## src/rtl/dmem_arbiter_pkg.sv

```systemverilog
// dmem_arb_pkg: shared types and default widths for the data-memory arbiter.
//   arb_state_e : IDLE / ISSUE / WAIT / ACK access sequencer states
//   owner_e     : which requester owns the current (or last) access
package dmem_arb_pkg;

  localparam int unsigned ADDR_W = 4;
  localparam int unsigned DATA_W = 8;

  typedef enum logic [1:0] {
    IDLE  = 2'd0,
    ISSUE = 2'd1,
    WAIT  = 2'd2,
    ACK   = 2'd3
  } arb_state_e;

  typedef enum logic {
    OWN_CPU = 1'b0,
    OWN_DBG = 1'b1
  } owner_e;

endpackage

```

## src/rtl/dmem_arbiter_if.sv

```systemverilog
// dmem_arbiter_if: bundles both requester handshakes and the DMEM bus.
//   slave  : the arbiter's view (requests in, acks/rdata/memory bus out)
//   master : the surrounding system's view (CPU FSM, debug port, DMEM)
interface dmem_arbiter_if #(
  parameter int unsigned ADDR_W = dmem_arb_pkg::ADDR_W,
  parameter int unsigned DATA_W = dmem_arb_pkg::DATA_W
);

  logic              run;
  logic              cpu_req;
  logic              cpu_we;
  logic [ADDR_W-1:0] cpu_addr;
  logic [DATA_W-1:0] cpu_wdata;
  logic              cpu_ack;
  logic              dbg_req;
  logic              dbg_we;
  logic [ADDR_W-1:0] dbg_addr;
  logic [DATA_W-1:0] dbg_wdata;
  logic              dbg_ack;
  logic [DATA_W-1:0] rdata;
  logic              mem_en;
  logic              mem_we;
  logic [ADDR_W-1:0] mem_addr;
  logic [DATA_W-1:0] mem_wdata;
  logic [DATA_W-1:0] mem_rdata;
  logic              busy;
  logic              owner;

  modport slave (
    input  run, cpu_req, cpu_we, cpu_addr, cpu_wdata,
           dbg_req, dbg_we, dbg_addr, dbg_wdata, mem_rdata,
    output cpu_ack, dbg_ack, rdata, mem_en, mem_we, mem_addr, mem_wdata,
           busy, owner
  );

  modport master (
    output run, cpu_req, cpu_we, cpu_addr, cpu_wdata,
           dbg_req, dbg_we, dbg_addr, dbg_wdata, mem_rdata,
    input  cpu_ack, dbg_ack, rdata, mem_en, mem_we, mem_addr, mem_wdata,
           busy, owner
  );

endinterface

```

## src/rtl/dmem_arbiter_starve_counter.sv

```systemverilog
// arb_starve_counter: counts consecutive CPU grants taken while a debug
// request was waiting; saturates at DBG_WAIT_MAX.
//   clock, reset_n : system clock, async active-low reset
//   inc            : CPU granted while debug pending
//   clr            : debug granted, or debug not requesting in IDLE
//   sat            : count has reached DBG_WAIT_MAX
module arb_starve_counter #(
  parameter int unsigned DBG_WAIT_MAX = 8
) (
  input  logic clock,
  input  logic reset_n,
  input  logic inc,
  input  logic clr,
  output logic sat
);

  localparam int unsigned CNT_W = 8;

  logic [CNT_W-1:0] cnt_q;
  logic [CNT_W-1:0] cnt_d;

  assign sat = (cnt_q == CNT_W'(DBG_WAIT_MAX));

  always_comb begin
    cnt_d = cnt_q;
    if (clr) begin
      cnt_d = '0;
    end else if (inc && !sat) begin
      cnt_d = cnt_q + 1'b1;
    end
  end

  always_ff @(posedge clock or negedge reset_n) begin
    if (!reset_n) begin
      cnt_q <= '0;
    end else begin
      cnt_q <= cnt_d;
    end
  end

endmodule

```

## src/rtl/dmem_arbiter.sv

```systemverilog
// dmem_arbiter: shares the single-port 16x8 DMEM between the multicycle CPU
// and the debug loader/viewer. Fixed 4-cycle sequence IDLE->ISSUE->WAIT->ACK;
// CPU wins ties unless the CPU is halted or the debug side has been passed
// over DBG_WAIT_MAX times in a row.
//   clock, reset_n : system clock, async active-low reset
//   bus (slave)    : run, cpu_*/dbg_* handshakes, rdata, mem_* bus,
//                    busy, owner
module dmem_arbiter #(
  parameter int unsigned ADDR_W       = dmem_arb_pkg::ADDR_W,
  parameter int unsigned DATA_W       = dmem_arb_pkg::DATA_W,
  parameter int unsigned DBG_WAIT_MAX = 8
) (
  input  logic          clock,
  input  logic          reset_n,
  dmem_arbiter_if.slave bus
);

  import dmem_arb_pkg::*;

  arb_state_e        state_q;
  owner_e            owner_q;
  logic              mem_en_q;
  logic              mem_we_q;
  logic [ADDR_W-1:0] mem_addr_q;
  logic [DATA_W-1:0] mem_wdata_q;
  logic [DATA_W-1:0] rdata_q;
  logic              cpu_ack_q;
  logic              dbg_ack_q;

  logic in_idle;
  logic any_req;
  logic pick_dbg;
  logic starve_sat;
  logic starve_inc;
  logic starve_clr;

  always_comb begin
    in_idle    = (state_q == IDLE);
    any_req    = bus.cpu_req || bus.dbg_req;
    // Debug wins when alone, when the CPU is halted, or once starved.
    pick_dbg   = bus.dbg_req && (!bus.cpu_req || !bus.run || starve_sat);
    starve_inc = in_idle && bus.cpu_req && bus.dbg_req && !pick_dbg;
    starve_clr = in_idle && (!bus.dbg_req || pick_dbg);
  end

  arb_starve_counter #(
    .DBG_WAIT_MAX (DBG_WAIT_MAX)
  ) u_starve (
    .clock   (clock),
    .reset_n (reset_n),
    .inc     (starve_inc),
    .clr     (starve_clr),
    .sat     (starve_sat)
  );

  always_ff @(posedge clock or negedge reset_n) begin
    if (!reset_n) begin
      state_q     <= IDLE;
      owner_q     <= OWN_CPU;
      mem_en_q    <= 1'b0;
      mem_we_q    <= 1'b0;
      mem_addr_q  <= '0;
      mem_wdata_q <= '0;
      rdata_q     <= '0;
      cpu_ack_q   <= 1'b0;
      dbg_ack_q   <= 1'b0;
    end else begin
      mem_en_q  <= 1'b0;
      cpu_ack_q <= 1'b0;
      dbg_ack_q <= 1'b0;
      case (state_q)
        IDLE: begin
          if (any_req) begin
            state_q  <= ISSUE;
            mem_en_q <= 1'b1;
            if (pick_dbg) begin
              owner_q     <= OWN_DBG;
              mem_we_q    <= bus.dbg_we;
              mem_addr_q  <= bus.dbg_addr;
              mem_wdata_q <= bus.dbg_wdata;
            end else begin
              owner_q     <= OWN_CPU;
              mem_we_q    <= bus.cpu_we;
              mem_addr_q  <= bus.cpu_addr;
              mem_wdata_q <= bus.cpu_wdata;
            end
          end
        end
        ISSUE: state_q <= WAIT;
        WAIT: begin
          state_q <= ACK;
          if (!mem_we_q) begin
            rdata_q <= bus.mem_rdata;
          end
          if (owner_q == OWN_DBG) begin
            dbg_ack_q <= 1'b1;
          end else begin
            cpu_ack_q <= 1'b1;
          end
        end
        ACK:     state_q <= IDLE;
        default: state_q <= IDLE;
      endcase
    end
  end

  assign bus.mem_en    = mem_en_q;
  assign bus.mem_we    = mem_we_q;
  assign bus.mem_addr  = mem_addr_q;
  assign bus.mem_wdata = mem_wdata_q;
  assign bus.rdata     = rdata_q;
  assign bus.cpu_ack   = cpu_ack_q;
  assign bus.dbg_ack   = dbg_ack_q;
  assign bus.busy      = !in_idle;
  assign bus.owner     = owner_q;

endmodule

```

## src/flat_wrapper.sv

```systemverilog
// flat-port wrapper written by rule: the top's interface ports become plain ports
module dmem_arbiter_flat import dmem_arb_pkg::*;
#(
  parameter int unsigned ADDR_W       = dmem_arb_pkg::ADDR_W,
  parameter int unsigned DATA_W       = dmem_arb_pkg::DATA_W,
  parameter int unsigned DBG_WAIT_MAX = 8
)
  (clock, reset_n, bus_run, bus_cpu_req, bus_cpu_we, bus_cpu_addr, bus_cpu_wdata, bus_dbg_req, bus_dbg_we, bus_dbg_addr, bus_dbg_wdata, bus_mem_rdata, bus_cpu_ack, bus_dbg_ack, bus_rdata, bus_mem_en, bus_mem_we, bus_mem_addr, bus_mem_wdata, bus_busy, bus_owner);
  dmem_arbiter_if #(.ADDR_W(ADDR_W), .DATA_W(DATA_W)) bus_i ();
  input  logic clock;
  input  logic reset_n;
  input wire logic [$bits(bus_i.run)-1:0] bus_run;
  input wire logic [$bits(bus_i.cpu_req)-1:0] bus_cpu_req;
  input wire logic [$bits(bus_i.cpu_we)-1:0] bus_cpu_we;
  input wire logic [$bits(bus_i.cpu_addr)-1:0] bus_cpu_addr;
  input wire logic [$bits(bus_i.cpu_wdata)-1:0] bus_cpu_wdata;
  input wire logic [$bits(bus_i.dbg_req)-1:0] bus_dbg_req;
  input wire logic [$bits(bus_i.dbg_we)-1:0] bus_dbg_we;
  input wire logic [$bits(bus_i.dbg_addr)-1:0] bus_dbg_addr;
  input wire logic [$bits(bus_i.dbg_wdata)-1:0] bus_dbg_wdata;
  input wire logic [$bits(bus_i.mem_rdata)-1:0] bus_mem_rdata;
  output wire logic [$bits(bus_i.cpu_ack)-1:0] bus_cpu_ack;
  output wire logic [$bits(bus_i.dbg_ack)-1:0] bus_dbg_ack;
  output wire logic [$bits(bus_i.rdata)-1:0] bus_rdata;
  output wire logic [$bits(bus_i.mem_en)-1:0] bus_mem_en;
  output wire logic [$bits(bus_i.mem_we)-1:0] bus_mem_we;
  output wire logic [$bits(bus_i.mem_addr)-1:0] bus_mem_addr;
  output wire logic [$bits(bus_i.mem_wdata)-1:0] bus_mem_wdata;
  output wire logic [$bits(bus_i.busy)-1:0] bus_busy;
  output wire logic [$bits(bus_i.owner)-1:0] bus_owner;
  assign bus_i.run = bus_run;
  assign bus_i.cpu_req = bus_cpu_req;
  assign bus_i.cpu_we = bus_cpu_we;
  assign bus_i.cpu_addr = bus_cpu_addr;
  assign bus_i.cpu_wdata = bus_cpu_wdata;
  assign bus_i.dbg_req = bus_dbg_req;
  assign bus_i.dbg_we = bus_dbg_we;
  assign bus_i.dbg_addr = bus_dbg_addr;
  assign bus_i.dbg_wdata = bus_dbg_wdata;
  assign bus_i.mem_rdata = bus_mem_rdata;
  assign bus_cpu_ack = bus_i.cpu_ack;
  assign bus_dbg_ack = bus_i.dbg_ack;
  assign bus_rdata = bus_i.rdata;
  assign bus_mem_en = bus_i.mem_en;
  assign bus_mem_we = bus_i.mem_we;
  assign bus_mem_addr = bus_i.mem_addr;
  assign bus_mem_wdata = bus_i.mem_wdata;
  assign bus_busy = bus_i.busy;
  assign bus_owner = bus_i.owner;
  dmem_arbiter #(.ADDR_W(ADDR_W), .DATA_W(DATA_W), .DBG_WAIT_MAX(DBG_WAIT_MAX)) u_core (.clock(clock), .reset_n(reset_n), .bus(bus_i));
endmodule
```

## config.mk

```make
export PLATFORM = sky130hd
export DESIGN_NAME = dmem_arbiter_flat
export DESIGN_NICKNAME = d
export VERILOG_FILES = /design/src/rtl/dmem_arbiter_pkg.sv /design/src/rtl/dmem_arbiter_if.sv /design/src/rtl/dmem_arbiter_starve_counter.sv /design/src/rtl/dmem_arbiter.sv /design/src/flat_wrapper.sv
export SDC_FILE = /design/constraint.sdc
export NUM_CORES = 1
export LEC_CHECK = 0
export ABC_CLOCK_PERIOD_IN_PS = 1900
export CAP_MARGIN = 20
export CORE_ASPECT_RATIO = 1.4
export CORE_MARGIN = 10
export CORE_UTILIZATION = 35
export CTS_BUF_LIST = sky130_fd_sc_hd__clkbuf_2 sky130_fd_sc_hd__clkbuf_4 sky130_fd_sc_hd__clkbuf_8
export CTS_CLUSTER_SIZE = 24
export DETAILED_ROUTE_END_ITERATION = 7
export PLACE_DENSITY = 0.67
export SLEW_MARGIN = 20
export SYNTH_ARGS = -nofsm -noshare
export SYNTH_HDL_FRONTEND = slang
export SYNTH_SLANG_ARGS = --single-unit
```

## constraint.sdc

```tcl
create_clock -name clock -period 1.9 [get_ports clock]
set_input_delay 0.57 -clock clock [delete_from_list [all_inputs] [get_ports clock]]
set_output_delay 0.57 -clock clock [all_outputs]
set_load 0.05 [all_outputs]
```

==> run metrics <==
maximum clock insertion buffer count 2; routed via count 1308; top cell type's share of synthesized area 0.541; Routed Antenna Nets 0; post-layout utilization of the core 0.541; Max Slew Vio Count 0; largest delay contributor family on the critical path flip-flops; post-detailed-route wirelength per cell 14.2 um; Port Buffer Count 64; Crit path largest cell delay 0.36 ns; unique cell type count in the Yosys netlist 29; post-detailed-routing wire length 4.00 mm; leftover overflow at the end of global routing 0; required time of the worst setup path 1.33 ns; H-tree depth reported by CTS 2; kind of path behind the tightest hold check in -> async; beginning of the worst register-to-register path u_core.u_starve.cnt_q[0]; CTS Hold Buffers Added 0; routing layer with the top usage in global route met2; routing usage on met1 0.117; vias in the first global route 1384; slowest stage cell, crit path sky130_fd_sc_hd__dfrtp_1; dominant combinational cell family by area after synthesis multiplexers; number of setup violations in the final report 0; result of the run completed; number of synthesized register bits 35; CP Cell Sequence inv_1 > ha_1 > inv_4 > buf_6; Core Rows 29; peak fanout along the critical path 8; yosys synthesis warning count 0; placer congestion estimate 0.750; routing usage on met2 0.175; Net Count, Synth 189; insertion delay to the later sink of the worst-skew pair 0.28 ns; number of ports placed on the die boundary 65; Setup Crit Path Kind reg -> out; DIE AREA 7790 um^2; final std cells w/o fill 282; Die Span Y 101 um; Area contributors post-synth sky130_fd_sc_hd__dfrtp_1, sky130_fd_sc_hd__mux2i_1, sky130_fd_sc_hd__mux2_2; number of antenna repair diodes 0; share of the synthesized netlist area taken by xor and xnor gates 0.0162; commonest cells in the netlist sky130_fd_sc_hd__dfrtp_1, sky130_fd_sc_hd__a21oi_1, sky130_fd_sc_hd__nor2_1, sky130_fd_sc_hd__mux2i_1, sky130_fd_sc_hd__mux2_2; kind of start point of the critical path flop; cell chosen for the clock root sky130_fd_sc_hd__clkbuf_8; most instantiated library cell after synthesis sky130_fd_sc_hd__dfrtp_1; number of antenna violations at the first check in global routing 0; drt first-iter violations 73; post-detailed-placement half-perimeter wirelength 3.09 mm; mean post-synth cell area 11.2 um^2; fmax 560 MHz; unrepaired setup endpoints after global routing no; maximum number of pins on one net before global-route repair 36; post-route clock period utilization 0.940; DRC Markers 0; CTS tree done; Power Dens Cells 1650 nW/um^2; CP startpoint u_core.state_q[0]; worst path arrival time 1.22 ns; final net count 264; area delta synth->final 50.1%; fin crit period 1.79 ns; DR pass1 iterations 2; global-route track usage on met3 0.0580; clock buffer count from CTS 5; Global Route Usage Sum 0.107; worst slack after detailed placement -0.168 ns; dominant register cell in the synthesized netlist sky130_fd_sc_hd__dfrtp_1; Core Area 4500 um^2; Clock Pin Slew Worst Setup and Hold Paths 0.07 ns; post-synthesis mux area share 0.143; gate count of the mapped netlist 145; slew margin rel. 0.704; summed instance area of the synthesized netlist 1620 um^2; maximum vdd drop 0.915 mV; share of async-settable or async-resettable flops after synthesis 1.00; number of flops mapped to enable cells by yosys 0; crit end category output pin; Pwr Total 4.01 mW; ratio of cells with drive above 1 in the final layout 0.259; maxcap violations 0; simple logic cell fraction of the synthesized area 0.119; Buf/Inv on CP 3; adder-cell share of the synthesized area 0.0386; dpl cells 275; global-route wire length before repair 6.79 mm; Vias per Instance 4.64; worst slew pin tran 0.444 ns; Yosys top cell by area sky130_fd_sc_hd__dfrtp_1; initial cell density of the core 0.360; number of hold-slack violations in the final timing report 0; Final WS setup 0.114 ns; # clock sinks 35; worst setup skew after layout 0.00121 ns; DIE WIDTH 77.5 um; leakage power figure 1.12 nW; synthesized-area fraction occupied by ao, oa, aoi and oai cells 0.104; portion of the post-synthesis area used by sequential elements 0.541
registers in the layout, summed over array words and instances, names as in the netlist, 2 cells and up:
register               flops
u_core.bus.mem_wdata       8
u_core.bus.rdata           8
u_core.u_starve.cnt_q      8
u_core.bus.mem_addr        4
u_core.state_q             2
layer usage:
metal | wire length, um | part of all wire
met1 | 1650 | 0.41
met2 | 1960 | 0.49
met3 | 341 | 0.085
met4 | 48 | 0.012
met5 | 0 | 0
cells in the final DEF (no fill, tap or decap), drive strengths merged, types with 6 or more instances in the layout:
master	n
nand2	6
inv	8
mux2i	13
nand3	6
clkbuf	6
a21oi	18
clkdlybuf4s50	37
mux2	9
nor2	15
dfrtp	35
buf	37
power breakdown:
group          internal (mW)  total [mW]  leakage, nW  switching, mW
registers               1.04        1.21        0.425          0.164
clock network          0.284       0.534       0.0470          0.250
logic                  0.778        2.27        0.646           1.49
path summary, 6_finish.rpt:
kind | to | slack, ns | depth (start not counted)
setup / recovery | bus_busy | 0.11 | 4
max in group asynchronous | u_core.bus.mem_wdata[1] | 1.27 | 2
min in group clock | u_core.bus.cpu_ack | 0.49 | 1
setup reg to reg | u_core.bus.mem_wdata[3] | 0.17 | 7
hold / removal | u_core.u_starve.cnt_q[5] | 0.32 | 2
hold reg to reg | u_core.bus.cpu_ack | 0.49 | 1
worst register-to-register path, stage by stage (launching register included):
cell and delay, ns:
sky130_fd_sc_hd__dfrtp_1 0.43, sky130_fd_sc_hd__inv_1 0.09, sky130_fd_sc_hd__ha_1 0.23, sky130_fd_sc_hd__and4b_1 0.22, sky130_fd_sc_hd__a22oi_4 0.18, sky130_fd_sc_hd__buf_12 0.18
sky130_fd_sc_hd__mux2i_1 0.21, sky130_fd_sc_hd__a21oi_1 0.09
cell families after synthesis:
group | Yosys count
multiplexers | 22
AO/OA/AOI/OAI | 27
XOR/XNOR | 3
buffers and inverters | 14
flip-flops | 35
adder cells (fa/ha/maj) | 5
AND/OR/NAND/NOR | 39
cell type report:
type                    count  area (um^2)
clock buffers               6         82.6
clock inverters             1         5.00
fillers                   441         2070
inverters                   8         32.5
multi-input cells          96          684
flip-flops and latches     35          876
well taps                  62         77.6
repair buffers             74          674
timing repair:
item	4_1_cts	5_1_grt
pin swaps	0	0
endpoints found under the setup margin	1	1
gates resized for setup	1	1
buffers inserted	0	0
through the flow:
step,hold WS [ns],instance area [um^2],TNS [ns]
2_1_floorplan,0.274,1620,0
3_3_place_gp,0.480,2340,-1.77
3_5_place_dp,0.477,2340,-2.20
4_1_cts,0.331,2430,0
5_1_grt,0.347,2430,0
6_report,0.318,2430,0
Power figures use the tool's default switching activity.
